<file path="src/rtl/vram_arbiter.sv">
// Single-port video-RAM arbiter: VGA fetch has fixed priority, the Avalon CPU
// slave is forced through after STARVE_LIMIT lost cycles.
module vram_arbiter #(
    parameter int ADDR_W       = 11,
    parameter int DATA_W       = 32,
    parameter int STARVE_LIMIT = 4
) (
    input  logic                clk,
    input  logic                reset,
    input  logic                vga_req,
    input  logic [ADDR_W-1:0]   vga_addr,
    output logic                vga_gnt,
    output logic [DATA_W-1:0]   vga_rdata,
    output logic                vga_rvalid,
    input  logic                avl_read,
    input  logic                avl_write,
    input  logic [ADDR_W-1:0]   avl_address,
    input  logic [DATA_W-1:0]   avl_writedata,
    input  logic [DATA_W/8-1:0] avl_byteenable,
    output logic [DATA_W-1:0]   avl_readdata,
    output logic                avl_waitrequest,
    output logic [ADDR_W-1:0]   mem_addr,
    output logic [DATA_W-1:0]   mem_wdata,
    output logic [DATA_W/8-1:0] mem_be,
    output logic                mem_we,
    input  logic [DATA_W-1:0]   mem_rdata
);
    localparam int CNT_W = $clog2(STARVE_LIMIT + 1);
    localparam logic [CNT_W-1:0] LIMIT = CNT_W'(STARVE_LIMIT);

    typedef enum logic {IDLE, CPU_RD} state_t;

    state_t           state, state_nxt;
    logic [CNT_W-1:0] wait_cnt, wait_nxt;
    logic             cpu_pend, cpu_win, cpu_wr_win;

    always_comb begin
        cpu_pend   = (state == IDLE) & (avl_read | avl_write);
        cpu_win    = cpu_pend & (~vga_req | (wait_cnt >= LIMIT));
        // a simultaneous read+write strobe is resolved as a write
        cpu_wr_win = cpu_win & avl_write;

        state_nxt = IDLE;
        if (cpu_win && !avl_write)
            state_nxt = CPU_RD;

        wait_nxt = '0;
        if (cpu_pend && !cpu_win)
            wait_nxt = (wait_cnt >= LIMIT) ? wait_cnt : wait_cnt + CNT_W'(1);

        vga_gnt         = ~reset & vga_req & ~cpu_win;
        mem_addr        = cpu_win ? avl_address : vga_addr;
        mem_we          = ~reset & cpu_wr_win;
        mem_wdata       = avl_writedata;
        mem_be          = avl_byteenable;
        // CPU_RD completes the read regardless of VGA using the port that cycle
        avl_waitrequest = ~reset & (avl_read | avl_write)
                          & ~(cpu_wr_win | (state == CPU_RD));
        avl_readdata    = mem_rdata;
        vga_rdata       = mem_rdata;
    end

    always_ff @(posedge clk) begin
        if (reset) begin
            state      <= IDLE;
            wait_cnt   <= '0;
            vga_rvalid <= 1'b0;
        end else begin
            state      <= state_nxt;
            wait_cnt   <= wait_nxt;
            vga_rvalid <= vga_gnt;
        end
    end
endmodule

</file>
<file path="config.mk">
export PLATFORM = sky130hd
export DESIGN_NAME = vram_arbiter
export DESIGN_NICKNAME = d
export VERILOG_FILES = /design/src/rtl/vram_arbiter.sv
export SDC_FILE = /design/constraint.sdc
export NUM_CORES = 1
export LEC_CHECK = 0
export ABC_AREA = 0
export CAP_MARGIN = 40
export CELL_PAD_IN_SITES_DETAIL_PLACEMENT = 1
export CELL_PAD_IN_SITES_GLOBAL_PLACEMENT = 1
export CORE_UTILIZATION = 11
export DETAILED_ROUTE_END_ITERATION = 16
export PLACE_DENSITY = 0.87
export RECOVER_POWER = 50
export SLEW_MARGIN = 20
export SYNTH_ARGS = -nofsm -noshare
export SYNTH_HDL_FRONTEND = slang
export SYNTH_SLANG_ARGS = --single-unit
</file>
<file path="constraint.sdc">
create_clock -name clk -period 1.75 [get_ports clk]
set_clock_uncertainty 0.15 [all_clocks]
set_input_delay 0.2625 -clock clk [delete_from_list [all_inputs] [get_ports clk]]
set_output_delay 0.2625 -clock clk [all_outputs]
set_load 0.01 [all_outputs]
</file>
After elaboration in Yosys (flattened, before gate mapping) --
Index checks and enable logic that the tools add are counted.
Cells by class: $add $sub $neg 1, order comparisons 1, mux-type cells 2, bitwise gates (word level) 17, reduce and logical (&&, ||, !) cells 5
Operators by type and width (count):
- two-way mux 11 bit | 1
- AND 1 bit | 8
- inverter 1 bit | 6
- adder 3 x 1 -> 3 bit, second input constant | 1
- greater-or-equal comparator 3 bit, second input constant | 1
- OR 1 bit | 3
- logical AND 1 bit | 2
- zero test 1 bit | 2
- OR reduction 2 bit | 1
- two-way mux 1 bit | 1
Storage, ports and cells: register bits after elaboration 5, bits of input ports 95, word-level logic and storage cells 29

Logic depth before layout (Yosys ltp) --
Gate-level depths: netlist (run 1).
depth in word-level cells 7, mapped depth 4, mapped depth without buffers 3

Worst setup path before layout (run 1) --
No wires, ideal clock.
path type register to output, start register state, end output port mem_addr[4], data arrival time 1.214 ns, required time 1.337 ns, slack 0.124 ns, cell stages (with the launch flop) 5, buffers on the path 1, cell sequence dfxtp_1 -> o21bai_2 -> a21oi_4 -> buf_6 -> mux2_2
On the way: cells in the longest elaborated chain, start to end 4
Ends and longest elaborated chain:
- start, declared | RTL line 33 | state_t state, state_nxt;
- start signal, assigned | RTL line 69 | state <= state_nxt;
- inverter 1 bit | RTL line 38 | cpu_pend = (state == IDLE) & (avl_read | avl_write);
- AND 1 bit | RTL line 38
- AND 1 bit | RTL line 39 | cpu_win = cpu_pend & (~vga_req | (wait_cnt >= LIMIT));
- two-way mux 11 bit | RTL line 52 | mem_addr = cpu_win ? avl_address : vga_addr;
- end, declared | RTL line 22 | output logic [ADDR_W-1:0] mem_addr,
No other way between the ends.

Worst setup path after layout (run 1) --
start register state, end output port mem_addr[1]
The elaborated chain is that of the path after synthesis.

==> results of run 1 <==
[worst max-delay path, stage by stage (launching register included)]
cell	delay (ns)
dfxtp_1	0.29
o21bai_4	0.18
a21oi_4	0.17
buf_12	0.13
buf_12	0.11
mux2_4	0.30
buf_6	0.12
[cell families after synthesis]
group | share of synthesized area (%)
DFF | 9.00
adders and majority gates | 2.25
AOI/OAI and AO/OA | 3.15
and+or+nand+nor | 4.95
muxes | 11.1
buffers and inverters | 69.5
[report_power, final]
group / switching, W / internal [W]
Clock: 0.0000558 / 0.000156
Combinational: 0.0000838 / 0.000165
Sequential: 0.00000258 / 0.000119
[worst paths after layout]
path / endpoint / slack (ns) / cells after the start / startpoint
worst max-delay path: mem_addr[1] / -0.19 / 6 / state
worst min-delay path: state / 0.24 / 3 / avl_write
worst min register to register: wait_cnt[0] / 0.33 / 1 / wait_cnt[0]
worst max register to register: vga_rvalid / 0.47 / 6 / state
[stage by stage]
step	utilization [%]	instance area (sq um)	total power [W]
after floorplan	-	1110	0.000423
after global placement	10.2	992	0.000325
after detailed placement	10.2	992	0.000329
after CTS	11.8	1150	0.000591
after global routing	11.6	1130	0.000610
final	11.6	1130	0.000582
[sequential cells by signal, indices dropped and copies added (netlist names)]
| name | count |
|---|---|
| vga_rvalid | 1 |
| state | 1 |
| wait_cnt | 3 |
[placed cells by master (no fill, tap or decap), drive strengths merged]
cell,instances
a21oi,1
clkdlybuf4s15,1
o21bai,1
clkbuf,5
and2,2
ha,2
dlygate4sd2,1
nor4,1
and3b,1
nand2b,1
buf,24
nor3,1
nor2,2
nor3b,1
clkdlybuf4s50,24
dfxtp,5
a211oi,1
mux2,11
inv,3
[area by class of cell]
class | instances | area share, %
Multi-Input combinational cell | 25 | 25.9
Tap cell | 133 | 14.7
Timing Repair Buffer | 51 | 45.6
Inverter | 3 | 0.994
Clock buffer | 4 | 3.98
Sequential cell | 5 | 8.84
[per-layer routing]
| layer | wire [um] | global-route usage (%) | up-vias | share of wire [%] |
|---|---|---|---|---|
| li1 | - | - | 226 | - |
| met1 | 693 | 3.88 | 254 | 28 |
| met2 | 1350 | 8.41 | 41 | 54 |
| met3 | 301 | 2.37 | 26 | 12 |
| met4 | 146 | 3.85 | 0 | 5.9 |
| met5 | 0 | 0 | - | 0 |
[repair_timing]
item                       4_1_cts  5_1_grt
resized for setup               91        1
pin swaps                        2        2
setup endpoints to repair       14       13
setup buffers                    4        0
==> qor.csv, run 1 <==
stage;metric;value;unit
layout;syn_to_final_growth;1.80;%
logic_synthesis;syn_inst;134;
grt;grt_max_degree;6;
clock_network;numCtsBuffers;3;
layout;fillerInstances;1151;
floorplanning;initial_core_util;11.4;%
worst_setup_path;worstPathArrival;1.53;ns
place;portBuffers;41;
place;routabilityCongestion;0.567;
floorplanning;coreArea;9770;sq um
drt;routed_via_density;2.48;
worst_setup_path;path_max_fanout;5;
logic_synthesis;yosysTopAreaCell;buf_4;
grt;overflow;0;
layout;fin_nets;186;
logic_synthesis;synth-edff-count;0;
logic_synthesis;syn_area;1110;sq um
clock_network;hold_buffers;0;
logic_synthesis;synth_top_area_share;67.5;%
drt;drt_drc_violations_left;0;
place;place_ws;-0.677;ns
timing;worst_slew_pin_slew;0.215;ns
layout;ff_latch_area;100;sq um
drt;drtIter0Drc;6;
worst_setup_path;worstSetupEndpointType;primary output;
clock_network;clkLatencyLatePin;0.22;ns
timing;post-route-period-util;111;%
floorplanning;fp.dieH;103;um
clock_network;cts_buffer_depth;2;
grt;grt_pass1_wl;3430;um
timing;final_max_slew_viol_count;0;
drt;drt-total-wl;2490;um
worst_setup_path;crit_type;reg -> out;
timing;whs;0.243;ns
job;cap_viol_max_count;0;
layout;insertedDiodeCount;0;
clock_network;cts_max_level;1;
layout;fin_cells;221;
floorplanning;die_area;10500;sq um
grt;grt_pass1_vias;605;
timing;finalHoldViolCount;0;
layout;drive_above_1_share;48.9;%
place;dp.cells;214;
grt;grt_antenna_before_repair;0;
logic_synthesis;ys_seq_area_share;9.00;%
timing;finalCriticalPeriod;1.94;ns
logic_synthesis;yosysUniqueCellTypes;16;
worst_setup_path;start_kind;flop;
place;dpl.hpwl;1910;um
timing;setup_slack;-0.191;ns
drt;dr.pass1.iters;2;
pwr;vdd_ir_drop_max;0.000160;V
timing;setup_tns;-1.83;ns
timing;slew_headroom;85.6;%
logic_synthesis;synthesis.nets;231;
layout;multi_input_area;293;sq um
drt;routedWlPerCell;11.3;um
logic_synthesis;yosys-top-cells-count;buf_4 (100), mux2_2 (11), dfxtp_1 (5), inv_1 (3);
logic_synthesis;synth_seq_cells;5;
drt;drtAntennaViolNets;0;
timing;rsz0062_at_grt;yes;
logic_synthesis;synth_top_flop_cell;dfxtp_1;
clock_network;clockRootBuffer;clkbuf_8;
timing;setup_viol;13;
pwr;static-leakage-power;0.454;nW
logic_synthesis;async_flop_share;0;%
timing;max_freq;515;MHz
floorplanning;rows;36;
run_status;status;finished with violations;
floorplanning;num_io_pins;210;
worst_setup_path;critPathRequiredTime;1.34;ns
clock_network;cts_tree;yes;
logic_synthesis;yosysMostFrequentCell;buf_4;
clock_network;cts_num_sinks;5;
grt;track_usage;4.70;%
floorplanning;die_width;103;um
logic_synthesis;avgSynthCellArea;8.30;sq um
logic_synthesis;yosys_warnings;0;
run_status;violations;setup timing;
drt;vias;547;
clock_network;clk_pin_slew_worst_paths;0.04;ns
logic_synthesis;synthTopCellsByArea;buf_4 (67%), mux2_2 (11%), dfxtp_1 (9.0%);
min_path;min-delay-path-class;in -> reg;
pwr;powerDensity;514;nW/um^2
Power figures use the tool's default switching activity.
==> run 2, diff against run 1 <==
--- a/config.mk
+++ b/config.mk
@@ -10,6 +10,7 @@
 export CELL_PAD_IN_SITES_DETAIL_PLACEMENT = 1
 export CELL_PAD_IN_SITES_GLOBAL_PLACEMENT = 1
 export CORE_UTILIZATION = 11
+export CTS_CLUSTER_SIZE = 28
 export DETAILED_ROUTE_END_ITERATION = 16
 export PLACE_DENSITY = 0.87
 export RECOVER_POWER = 50
==> results of run 2 <==
Final layout, timing and power as in run 1 (identical DEF).
==> run 3, diff against run 2 <==
--- a/config.mk
+++ b/config.mk
@@ -9,6 +9,7 @@
 export CAP_MARGIN = 40
 export CELL_PAD_IN_SITES_DETAIL_PLACEMENT = 1
 export CELL_PAD_IN_SITES_GLOBAL_PLACEMENT = 1
+export CORE_MARGIN = 10
 export CORE_UTILIZATION = 11
 export CTS_CLUSTER_SIZE = 28
 export DETAILED_ROUTE_END_ITERATION = 16
==> qor.csv, run 3 (synthesized netlist as in run 1, its figures left out) <==
stage;metric;value;unit;change
floorplanning;initial_core_util;11.3;%;-0.052 points
layout;drive_above_1_share;54.1;%;+5.2 points
floorplanning;die_width;121;um;+18%
grt;overflow;0;;unchanged
drt;dr.pass1.iters;4;;+2
worst_setup_path;worstPathArrival;1.61;ns;+0.08 ns
grt;grt_pass1_wl;4280;um;+25%
job;cap_viol_max_count;0;;unchanged
timing;finalCriticalPeriod;2.02;ns;+0.0795 ns
worst_setup_path;crit_start;state;;
timing;setup_viol;12;;-1
place;portBuffers;41;;unchanged
clock_network;hold_buffers;0;;unchanged
layout;top_register;wait_cnt;;
pwr;vdd_ir_drop_max;0.000278;V;+74%
drt;routedWlPerCell;12.3;um;+9.0%
timing;finalHoldViolCount;0;;unchanged
layout;insertedDiodeCount;0;;unchanged
clock_network;numCtsBuffers;3;;unchanged
grt;grt_pass1_vias;849;;+40%
layout;final_cell_mix;clkdlybuf4s50_1 (24), buf_6 (24), mux2_4 (11), buf_4 (6), dfxtp_1 (5);;
worst_setup_path;worstSetupEndpointType;primary output;;
drt;routed_via_density;2.64;;+6.7%
drt;drt-total-wl;2840;um;+14%
floorplanning;num_io_pins;210;;unchanged
clock_network;cts_tree;yes;;
timing;max_freq;495;MHz;-3.9%
worst_setup_path;critPathRequiredTime;1.34;ns;about the same
timing;setup_slack;-0.271;ns;-0.0795 ns
worst_setup_path;r2r_start;state;;
pwr;totalPowerFinal;0.000618;W;+6.3%
timing;whs;0.329;ns;+0.0864 ns
clock_network;clkLatencyLatePin;0.22;ns;about the same
timing;slew_headroom;80.3;%;-5.3 points
drt;vias;610;;+12%
drt;drtIter0Drc;6;;unchanged
layout;top_regs;wait_cnt (3), state (1), vga_rvalid (1);;
floorplanning;die_area;14500;sq um;+38%
worst_setup_path;r2r-end;wait_cnt[1];;
drt;drtAntennaViolNets;0;;unchanged
layout;fin_nets;196;;+5.4%
worst_setup_path;crit_type;reg -> out;;
layout;largest_register_ffs;3;;unchanged
floorplanning;coreArea;9820;sq um;+0.46%
clock_network;cts_buffer_depth;2;;unchanged
timing;post-route-period-util;115;%;+4.5 points
timing;worst_slew_pin_slew;0.292;ns;+0.0778 ns
timing;final_max_slew_viol_count;0;;unchanged
worst_setup_path;r2r_cells;5;;-1
worst_setup_path;start_kind;flop;;
place;dpl.hpwl;1990;um;+4.3%
drt;drt_drc_violations_left;0;;unchanged
place;routabilityCongestion;0.695;;+23%
grt;grt_max_degree;6;;unchanged
clock_network;clk_pin_slew_worst_paths;0.04;ns;about the same
worst_setup_path;endpoint;mem_addr[6];;
run_status;status;finished with violations;;
floorplanning;fp.dieH;121;um;+18%
run_status;violations;setup timing;;
grt;grt_antenna_before_repair;0;;unchanged
worst_setup_path;reg2reg_slack;0.40;ns;-0.07 ns
pwr;static-leakage-power;0.506;nW;+11%
clock_network;clockRootBuffer;clkbuf_8;;
floorplanning;rows;36;;unchanged
layout;syn_to_final_growth;10.7;%;
timing;rsz0062_at_grt;yes;;
grt;track_usage;3.79;%;-0.92 points
min_path;min-delay-path-class;reg -> reg;;
clock_network;cts_num_sinks;5;;unchanged
pwr;powerDensity;502;nW/um^2;-2.3%
clock_network;cts_max_level;1;;unchanged
worst_setup_path;path_max_fanout;5;;unchanged
-- run 3: cell types whose count changed in the layout (fill, tap and decap cells not counted) --
cell	previous run	this run
clkdlybuf4s15_1	1	2
inv_2	0	1
buf_6	14	24
clkbuf_2	1	0
buf_12	2	0
inv_1	3	2
a21oi_4	1	2
buf_2	2	3
-- run 3: area by class of cell --
class	count	area [sq um]
fillers	1199	8590
multi-input cells	26	309
well taps	133	166
repair buffers	60	599
inverters	3	11.3
flip-flops and latches	5	100
clock buffers	4	45.0
-- run 3: worst min-delay path by stage --
| stage | startpoint | slack, ns | cells after the start | end |
|---|---|---|---|---|
| final | wait_cnt[0] | 0.33 | 1 | wait_cnt[0] |
| after global routing | wait_cnt[0] | 0.36 | 1 | wait_cnt[0] |
| after CTS | wait_cnt[0] | 0.32 | 1 | wait_cnt[0] |
| after detailed placement | wait_cnt[0] | 0.32 | 1 | wait_cnt[0] |
| after global placement | wait_cnt[0] | 0.29 | 1 | wait_cnt[0] |
| after floorplan | avl_write | 0.19 | 1 | state |
-- run 3: what timing repair did --
action                     4_1_cts  5_1_grt
pin swaps                        4        1
gates resized for setup        100        2
gates cloned                     1        0
setup endpoints to repair       14       12
buffers inserted                14        2
-- run 3: critical path: stages (launching register included) --
cell and delay, ns:
dfxtp_1 0.29, o21bai_4 0.20, a21oi_4 0.25, buf_6 0.15, buf_6 0.08, mux2_4 0.29
buf_6 0.12
-- run 3: stage by stage --
step / TNS, ns / cells / util [%] / area (sq um) / setup WS, ns
final: -2.39 / 231 / 12.5 / 1230 / -0.271
after floorplan: 0 / 134 / - / 1110 / 0.124
after global placement: -10.03 / 212 / 9.82 / 965 / -0.737
after detailed placement: -10.79 / 212 / 9.82 / 965 / -0.792
after CTS: -2.43 / 231 / 12.5 / 1220 / -0.279
after global routing: -2.78 / 231 / 12.5 / 1230 / -0.308
-- run 3: power by group --
part           switching (W)  total, W  internal, W
combinational      0.0000957  0.000283     0.000187
sequential        0.00000200  0.000121     0.000119
clock              0.0000585  0.000215     0.000157
total               0.000156  0.000618     0.000462
-- run 3: routing by layer --
metal | global-route usage [%] | part of all wire (%) | wire, um | vias up
met2 | 6.40 | 48 | 1360 | 69
met3 | 2.70 | 19 | 537 | 35
met4 | 4.37 | 8.1 | 229 | 0
met5 | 0 | 0 | 0 | -
met1 | 2.44 | 25 | 708 | 259
li1 | - | - | - | 247
